===== src/rtl/robot_pkg.sv =====
// Shared types for the robot motor channel: command decode and driver states.
// Also holds the direction encoding used on the dir output.
package robot_pkg;

  typedef enum logic [1:0] {
    FWD = 2'd0,
    STP = 2'd1,
    REV = 2'd2,
    BAD = 2'd3
  } cmd_t;

  typedef enum logic [1:0] {
    IDLE  = 2'd0,
    DRIVE = 2'd1,
    DECEL = 2'd2,
    DEAD  = 2'd3
  } drv_state_t;

  localparam logic DIR_FWD = 1'b1;
  localparam logic DIR_REV = 1'b0;

  // Anything other than exactly one line high is malformed.
  function automatic cmd_t decode_cmd(input logic f, input logic s, input logic r);
    cmd_t c;
    case ({f, s, r})
      3'b100:  c = FWD;
      3'b010:  c = STP;
      3'b001:  c = REV;
      default: c = BAD;
    endcase
    return c;
  endfunction

endpackage


===== src/rtl/robot_pwm_gen.sv =====
// Free-running PWM counter and comparator; pwm registered, one cycle after duty/en.
// No backpressure: duty and en are sampled every cycle.
module robot_pwm_gen #(
  parameter int PWM_BITS = 8
) (
  input  logic                clk,
  input  logic                rst_n,
  input  logic [PWM_BITS-1:0] duty,
  input  logic                en,
  output logic                pwm
);

  logic [PWM_BITS-1:0] cnt_q;
  logic                pwm_q;

  always_ff @(posedge clk or negedge rst_n) begin
    if (!rst_n) begin
      cnt_q <= '0;
      pwm_q <= 1'b0;
    end else begin
      cnt_q <= cnt_q + 1'b1;
      pwm_q <= en && (cnt_q < duty);
    end
  end

  assign pwm = pwm_q;

endmodule


===== src/rtl/robot_motor_driver.sv =====
// One DC motor channel: one-hot command -> ramped PWM, direction and brake, with dead-time.
// Commands take effect one cycle after sampling; no backpressure, inputs sampled every cycle.
module robot_motor_driver
  import robot_pkg::*;
#(
  parameter int PWM_BITS    = 8,
  parameter int MAX_DUTY    = 200,
  parameter int RAMP_STEP   = 8,
  parameter int RAMP_DIV    = 4,
  parameter int DEAD_CYCLES = 16
) (
  input  logic                clk,
  input  logic                rst_n,
  input  logic                forward,
  input  logic                stop,
  input  logic                reverse,
  output logic                pwm,
  output logic                dir,
  output logic                brake,
  output logic                at_speed,
  output logic                cmd_err,
  output logic [PWM_BITS-1:0] speed
);

  localparam int DIV_W  = (RAMP_DIV > 1) ? $clog2(RAMP_DIV) : 1;
  localparam int DEAD_W = (DEAD_CYCLES > 1) ? $clog2(DEAD_CYCLES) : 1;

  localparam logic [PWM_BITS:0]   MAX_W     = (PWM_BITS+1)'(MAX_DUTY);
  localparam logic [PWM_BITS:0]   STEP_W    = (PWM_BITS+1)'(RAMP_STEP);
  localparam logic [DIV_W-1:0]    DIV_LAST  = DIV_W'(RAMP_DIV - 1);
  localparam logic [DEAD_W-1:0]   DEAD_LOAD = DEAD_W'(DEAD_CYCLES - 1);

  cmd_t                cmd_in, cmd_q;
  drv_state_t          state_q, state_d;
  logic [PWM_BITS-1:0] speed_q, speed_d;
  logic                dir_q, dir_d;
  logic [DEAD_W-1:0]   dead_q, dead_d;
  logic [DIV_W-1:0]    div_q;
  logic                cmd_err_q, brake_q, at_speed_q;
  logic                tick, match, pwm_en_d;
  logic [PWM_BITS:0]   speed_sum;
  logic [PWM_BITS-1:0] speed_up, speed_dn;

  assign cmd_in = decode_cmd(forward, stop, reverse);
  assign tick   = (div_q == DIV_LAST);
  assign match  = ((cmd_q == FWD) && (dir_q == DIR_FWD)) ||
                  ((cmd_q == REV) && (dir_q == DIR_REV));

  // Ramp arithmetic is one bit wider so saturation never sees a wrapped sum.
  assign speed_sum = {1'b0, speed_q} + STEP_W;
  assign speed_up  = (speed_sum > MAX_W) ? MAX_W[PWM_BITS-1:0] : speed_sum[PWM_BITS-1:0];
  assign speed_dn  = ({1'b0, speed_q} > STEP_W) ? (speed_q - STEP_W[PWM_BITS-1:0]) : '0;

  always_comb begin
    state_d = state_q;
    speed_d = speed_q;
    dir_d   = dir_q;
    dead_d  = dead_q;
    case (state_q)
      IDLE: begin
        if (cmd_q == FWD) begin
          dir_d   = DIR_FWD;
          state_d = DRIVE;
        end else if (cmd_q == REV) begin
          dir_d   = DIR_REV;
          state_d = DRIVE;
        end
      end
      DRIVE: begin
        if (tick) speed_d = speed_up;
        if (!match) state_d = DECEL;
      end
      DECEL: begin
        if (tick) speed_d = speed_dn;
        // Reaching zero wins over a resume request in the same cycle.
        if (speed_d == '0) begin
          state_d = DEAD;
          dead_d  = DEAD_LOAD;
        end else if (match) begin
          state_d = DRIVE;
        end
      end
      DEAD: begin
        if (dead_q == '0) state_d = IDLE;
        else              dead_d  = dead_q - 1'b1;
      end
      default: state_d = IDLE;
    endcase
  end

  // PWM gets next-state values so its register lines up with state_q and brake.
  assign pwm_en_d = (state_d == DRIVE) || (state_d == DECEL);

  always_ff @(posedge clk or negedge rst_n) begin
    if (!rst_n) begin
      cmd_q      <= STP;
      cmd_err_q  <= 1'b0;
      state_q    <= IDLE;
      speed_q    <= '0;
      dir_q      <= DIR_FWD;
      dead_q     <= '0;
      div_q      <= '0;
      brake_q    <= 1'b1;
      at_speed_q <= 1'b0;
    end else begin
      cmd_q      <= cmd_in;
      cmd_err_q  <= (cmd_in == BAD);
      state_q    <= state_d;
      speed_q    <= speed_d;
      dir_q      <= dir_d;
      dead_q     <= dead_d;
      div_q      <= tick ? '0 : div_q + 1'b1;
      brake_q    <= (state_d == IDLE) || (state_d == DEAD);
      at_speed_q <= (state_d == DRIVE) && (speed_d == MAX_W[PWM_BITS-1:0]);
    end
  end

  robot_pwm_gen #(
    .PWM_BITS(PWM_BITS)
  ) u_pwm_gen (
    .clk  (clk),
    .rst_n(rst_n),
    .duty (speed_d),
    .en   (pwm_en_d),
    .pwm  (pwm)
  );

  assign dir      = dir_q;
  assign brake    = brake_q;
  assign at_speed = at_speed_q;
  assign cmd_err  = cmd_err_q;
  assign speed    = speed_q;

endmodule


===== config.mk =====
export PLATFORM = sky130hd
export DESIGN_NAME = robot_motor_driver
export DESIGN_NICKNAME = d
export VERILOG_FILES = /design/src/rtl/robot_pkg.sv /design/src/rtl/robot_pwm_gen.sv /design/src/rtl/robot_motor_driver.sv
export SDC_FILE = /design/constraint.sdc
export NUM_CORES = 1
export LEC_CHECK = 0
export BUFFER_PORTS_ARGS = -buffer_cell sky130_fd_sc_hd__buf_2
export CAP_MARGIN = 20
export CORE_MARGIN = 5
export CORE_UTILIZATION = 35
export CTS_CLUSTER_SIZE = 40
export DETAILED_ROUTE_END_ITERATION = 6
export GPL_ROUTABILITY_DRIVEN = 0
export PLACE_DENSITY = 0.53
export SLEW_MARGIN = 40
export SYNTH_ARGS = -nofsm -noshare
export SYNTH_HDL_FRONTEND = slang
export SYNTH_SLANG_ARGS = --single-unit

===== constraint.sdc =====
create_clock -name clk -period 6.6 [get_ports clk]
set_input_delay 0.33 -clock clk [delete_from_list [all_inputs] [get_ports clk]]
set_output_delay 0.33 -clock clk [all_outputs]
set_load 0.02 [all_outputs]

[Yosys cells after proc, flatten, opt, wreduce, memory -nomap -nowiden]
Cells that the tools add are included.
Word-level totals
  logic and storage cells: 71
  bits of input ports: 5
  flip-flop bits (word level): 31
  output and inout bits: 13
Operators by class
  reduce and logical (&&, ||, !) cells: 16
  $add $sub $neg: 5
  bitwise operators: 1
  eq/ne operators: 15
  order comparisons: 3
  mux-type cells: 20
Operators by type and width (number)
  $mux W8: 5
  $pmux W8 S2: 1
  $eq A2 B2 Y1 const B: 7
  $mux W2: 7
  $add A8 B4 Y9 const B: 1
  $gt A9 B8 Y1 const B: 1
  $add A8 B1 Y8 const B: 1
  $eq A8 B8 Y1 const B: 1
  $gt A8 B4 Y1 const B: 1
  $logic_not A8 Y1: 1
  $lt A8 B8 Y1: 1
  $mux W4: 2
  $pmux W2 S4: 1
  $pmux W4 S2: 1
  $sub A8 B4 Y8 const B: 1
  $logic_not A2 Y1: 3
  $pmux W2 S3: 1
  $eq A2 B1 Y1 const B: 2
  $logic_and A1 B1 Y1: 4
  $logic_not A4 Y1: 1
  $ne A2 B2 Y1 const B: 2
  $reduce_bool A2 Y1: 2
  $sub A4 B1 Y4 const B: 1
  $eq A3 B1 Y1 const B: 1
  8 further kinds: 11

[Logic depth before layout (Yosys ltp)]
  word-level depth: 10
  gate-level depth with buffers: 14
  depth with buffers taken out: 13

[Cells and area by module]
From an unflattened synthesis, not the netlist that was laid out.
Second synthesis, totals
  cells, all modules: 215
  area total of the unflattened synthesis: 2140.8 µm²
By module, submodules not included
  robot_motor_driver: cells each 170, instances 1, sequential area each 554.3 µm², area each 1625.3 µm²
  robot_pwm_gen: cells each 45, instances 1, sequential area each 225.2 µm², area each 515.5 µm²

[Worst setup path before layout]
OpenSTA, ideal clock, no wires.
  path kind: register to register
  from: register speed_q[3], in the netlist speed[3]
  to: register u_pwm_gen.pwm_q, in the netlist u_pwm_gen.pwm
  data arrival time: 2.896 ns
  library setup time: 0.101 ns
  path slack: 3.603 ns
  period minus slack after synthesis: 2.997 ns
  path buffers: 1
  stages on the path, launching flop included: 14
  data required time: 6.499 ns
  cell sequence: dfrtp_1 -> buf_2 -> inv_1 -> ha_1 -> nor4_1 -> a221oi_1 -> nand3_1 -> a31o_1 -> a22oi_2 -> ha_1 -> a21o_1 -> a21oi_1 -> nor2b_1 -> nor4_1
Between the ends
  word-level cells in the longest chain between the ends: 10
  elaborated cells between the ends (all ways): 18
  classes of those cells: add/sub: 2; order compare: 3; eq/ne: 2; mux: 8; reduce/logical: 3
RTL lines
  start: declaration: line robot_motor_driver.sv:35  | logic [PWM_BITS-1:0] speed_q, speed_d;
  start signal: assignment: line robot_motor_driver.sv:109  | speed_q <= speed_d;
  branches (longest 9 deep; another with $add A8 B4 Y9)
  $logic_and A1 B1 Y1 *: line robot_pwm_gen.sv:22  | pwm_q <= en && (cnt_q < duty);
  end signal: assignment: line robot_pwm_gen.sv:22
  end: declaration: line robot_pwm_gen.sv:14  | logic pwm_q;
Every way passes the cells marked *. The select of a mux whose other input is x is not followed.
A chain may end at the register's enable or synchronous reset.

[Final worst setup path]
Same ends and word-level chain as after synthesis.

==> metrics.yaml <==
clocking:
  clk_latency_ns: 0.29
  cts_buffers: 5
  postCtsHoldBufs: 0
  cts.reportedPaths.clkPinSlew_ns: 0.07
  postCtsSetupBuffers: 0
  clockRootBuffer: "clkbuf_8"
  htreeDepth: 2
  clockBufferDepth: 2
  cts_tree: "built"
  cts_resized: 0
  cts_sinks: 31
worst_setup_path:
  reg2reg_to: "u_pwm_gen.pwm"
  reg2reg_from: "speed[3]"
  cpMaxStageDelayCell: "dfrtp_1"
  worstSetupEndpointType: "register"
  crit_arrival_ns: 3.40
  cp_max_fo: 15
  r2r_cells: 12
  critPathRequiredTime_ns: 6.79
  worstSetupEndpoint: "u_pwm_gen.pwm"
  crit_chain: "inv_1, ha_1, nor4_1, a221oi_1, nand3_1, a31o_1, a22oi_2, ha_1, a21o_1, a21oi_1, nor2b_1, nor4_1"
  criticalPathCategory: "reg -> reg"
  slowest_delay_ns: 0.61
  r2r_setup_slack_ns: 3.39
  startpoint_type: "register"
  critPathLaunch: "speed[3]"
grt:
  track_usage: 0.138
  antenna_found_initial: 0
  grt_max_degree: 32
  grt_pass1_vias: 1662
  grt_pass1_wl_mm: 8.29
  gr-total-overflow: 0
pwr:
  p_per_area_nw_per_um2: 327
  peakVddDrop_v: 0.000140
  power_leakage_uw: 0.00109
synthesis:
  syn_area_per_cell_sq_um: 9.14
  synth-edff-count: 0
  synthesis.nets: 255
  yosysMostFrequentCell: "dfrtp_1"
  async_flop_share: 1.00
  seq_area_frac_synth: 0.369
  synthTopCellsByArea: "dfrtp_1, ha_1, dfstp_2"
  syn-instance-count: 231
  synth_warnings: 0
  synth_common_cells: "dfrtp_1, nand2_1, ha_1"
  synth-main-ff-cell: "dfrtp_1"
  ys_ff_latch: 31
  synth_top_area_cell: "dfrtp_1"
  synth_top_cell_area_share: 0.332
  synth_area_sq_um: 2110
  ys_types: 56
sta:
  timing.fmax_mhz: 311
  finalCriticalPeriod_ns: 3.21
  fin_hold_ws_ns: -0.0271
  clock_skew_ns: 0.00480
  rsz0062_at_grt: "no"
  tns_ns: 0
  final-setup-viol-count: 0
  hold_violations: 28
  slew_headroom: 0.637
  worst_pin_slew_ns: 0.545
  period_share: 0.487
  drv_slew: 0
detailed_routing:
  wl_mm: 4.74
  via_count: 1716
  dr.first_iter.drc_count: 110
  drtPass1Iterations: 4
  drc: 0
  viasPerCell: 5.31
  wl_per_cell_um: 14.7
  ant_nets: 0
cells_and_area:
  areaGrowthSynthToFinish_pct: 11.2
  num-nets-final: 271
  fillers: 612
  seq_area_sq_um: 779
  drive_gt1_frac: 0.161
  antenna_cells: 0
  multiInputGateArea_sq_um: 1230
outcome:
  violations: "hold timing"
  outcome: "complete, but fails checks"
floorplanning:
  io_pins: 18
  core_sq_um: 5890
  die_w_um: 87.7
  start_util: 0.359
  die_area_sq_um: 7690
  num_rows: 28
  fp.dieH_um: 87.7
worst_hold_path:
  hp-class: "in -> async"
placement:
  io_buffers: 17
  detailed_place_hpwl_mm: 3.46
flow_run:
  cap_violations: 0
## per-layer routing
layer / vias to the layer above / GRT usage / part of all wire
met3: 12 / 0.0329 / 0.042
met1: 803 / 0.187 / 0.48
met2: 41 / 0.210 / 0.46
met5: - / 0 / 0
met4: 0 / 0.0572 / 0.023
li1: 860 / - / -
## how the worst min path moves through the flow
stage                     startpoint         to  cells after the start
final                          rst_n  dead_q[0]                      1
after global routing           rst_n    cmd_err                      1
after CTS                      rst_n  dead_q[0]                      1
after detailed placement    div_q[0]   div_q[0]                      1
after global placement      div_q[0]   div_q[0]                      1
after floorplan                rst_n   at_speed                      0
## cells in the final DEF (no fill, tap or decap), types with 3 or more instances in the layout
master / instances
and3_1: 4
a21o_1: 3
xnor2_1: 7
nor2_1: 15
xor2_1: 7
dfstp_2: 3
inv_1: 18
ha_1: 19
dfrtp_1: 28
o21a_1: 4
nand2_1: 21
buf_2: 16
a41oi_1: 3
o21ai_0: 10
nor2b_1: 4
a21oi_1: 9
clkbuf_8: 5
or2_2: 4
nand3_1: 8
nand2b_1: 5
nor3_1: 9
## critical path, delay by kind of cell, from the launching register on
family,cells,cell delay [ns]
adder cells (fa/ha/maj),2,0.67
buffers and inverters,1,0.15
flip-flops,1,0.61
AND/OR/NAND/NOR,4,0.54
AO/OA/AOI/OAI,5,1.14
## cells by family after synthesis
family / count (synthesis) / synth area share
xor+xnor: 14 / 0.0581
flops: 31 / 0.369
buf+inv: 26 / 0.0480
mux: 2 / 0.00948
compound gates: 56 / 0.198
fa+ha+maj: 19 / 0.113
simple gates: 83 / 0.204
## where the power goes
group,total (uW),switching [uW],internal (uW),leakage [uW]
combinational,356,213,143,0.000667
sequential,263,39.2,224,0.000379
clock,149,75.9,73.2,0.0000402
## registers in the layout, summed over array words and instances, names as in the netlist
signal           cells
at_speed             1
cmd_q                2
dir                  1
u_pwm_gen.cnt_q      8
state_q              2
div_q                2
cmd_err              1
dead_q               4
speed                8
u_pwm_gen.pwm        1
brake                1
## metrics by stage
step / area [sq um] / instances / utilization / setup WS (ns) / power, uW
finish: 2350 / 323 / 0.399 / 3.39 / 769
global route: 2350 / 323 / 0.399 / 3.10 / 837
CTS: 2350 / 323 / 0.399 / 3.43 / 778
detailed placement: 2260 / 315 / 0.384 / 3.42 / 623
global placement: 2260 / 315 / 0.384 / 3.54 / 626
floorplan: 2110 / 231 / - / 3.60 / 531
## area by class of cell
cell class / count / area share
inverters: 18 / 0.0288
flip-flops and latches: 31 / 0.332
well taps: 75 / 0.0400
multi-input cells: 174 / 0.524
clock inverters: 3 / 0.00852
clock buffers: 5 / 0.0293
repair buffers: 17 / 0.0373
Note: power is estimated with default switching activity, not from simulation.
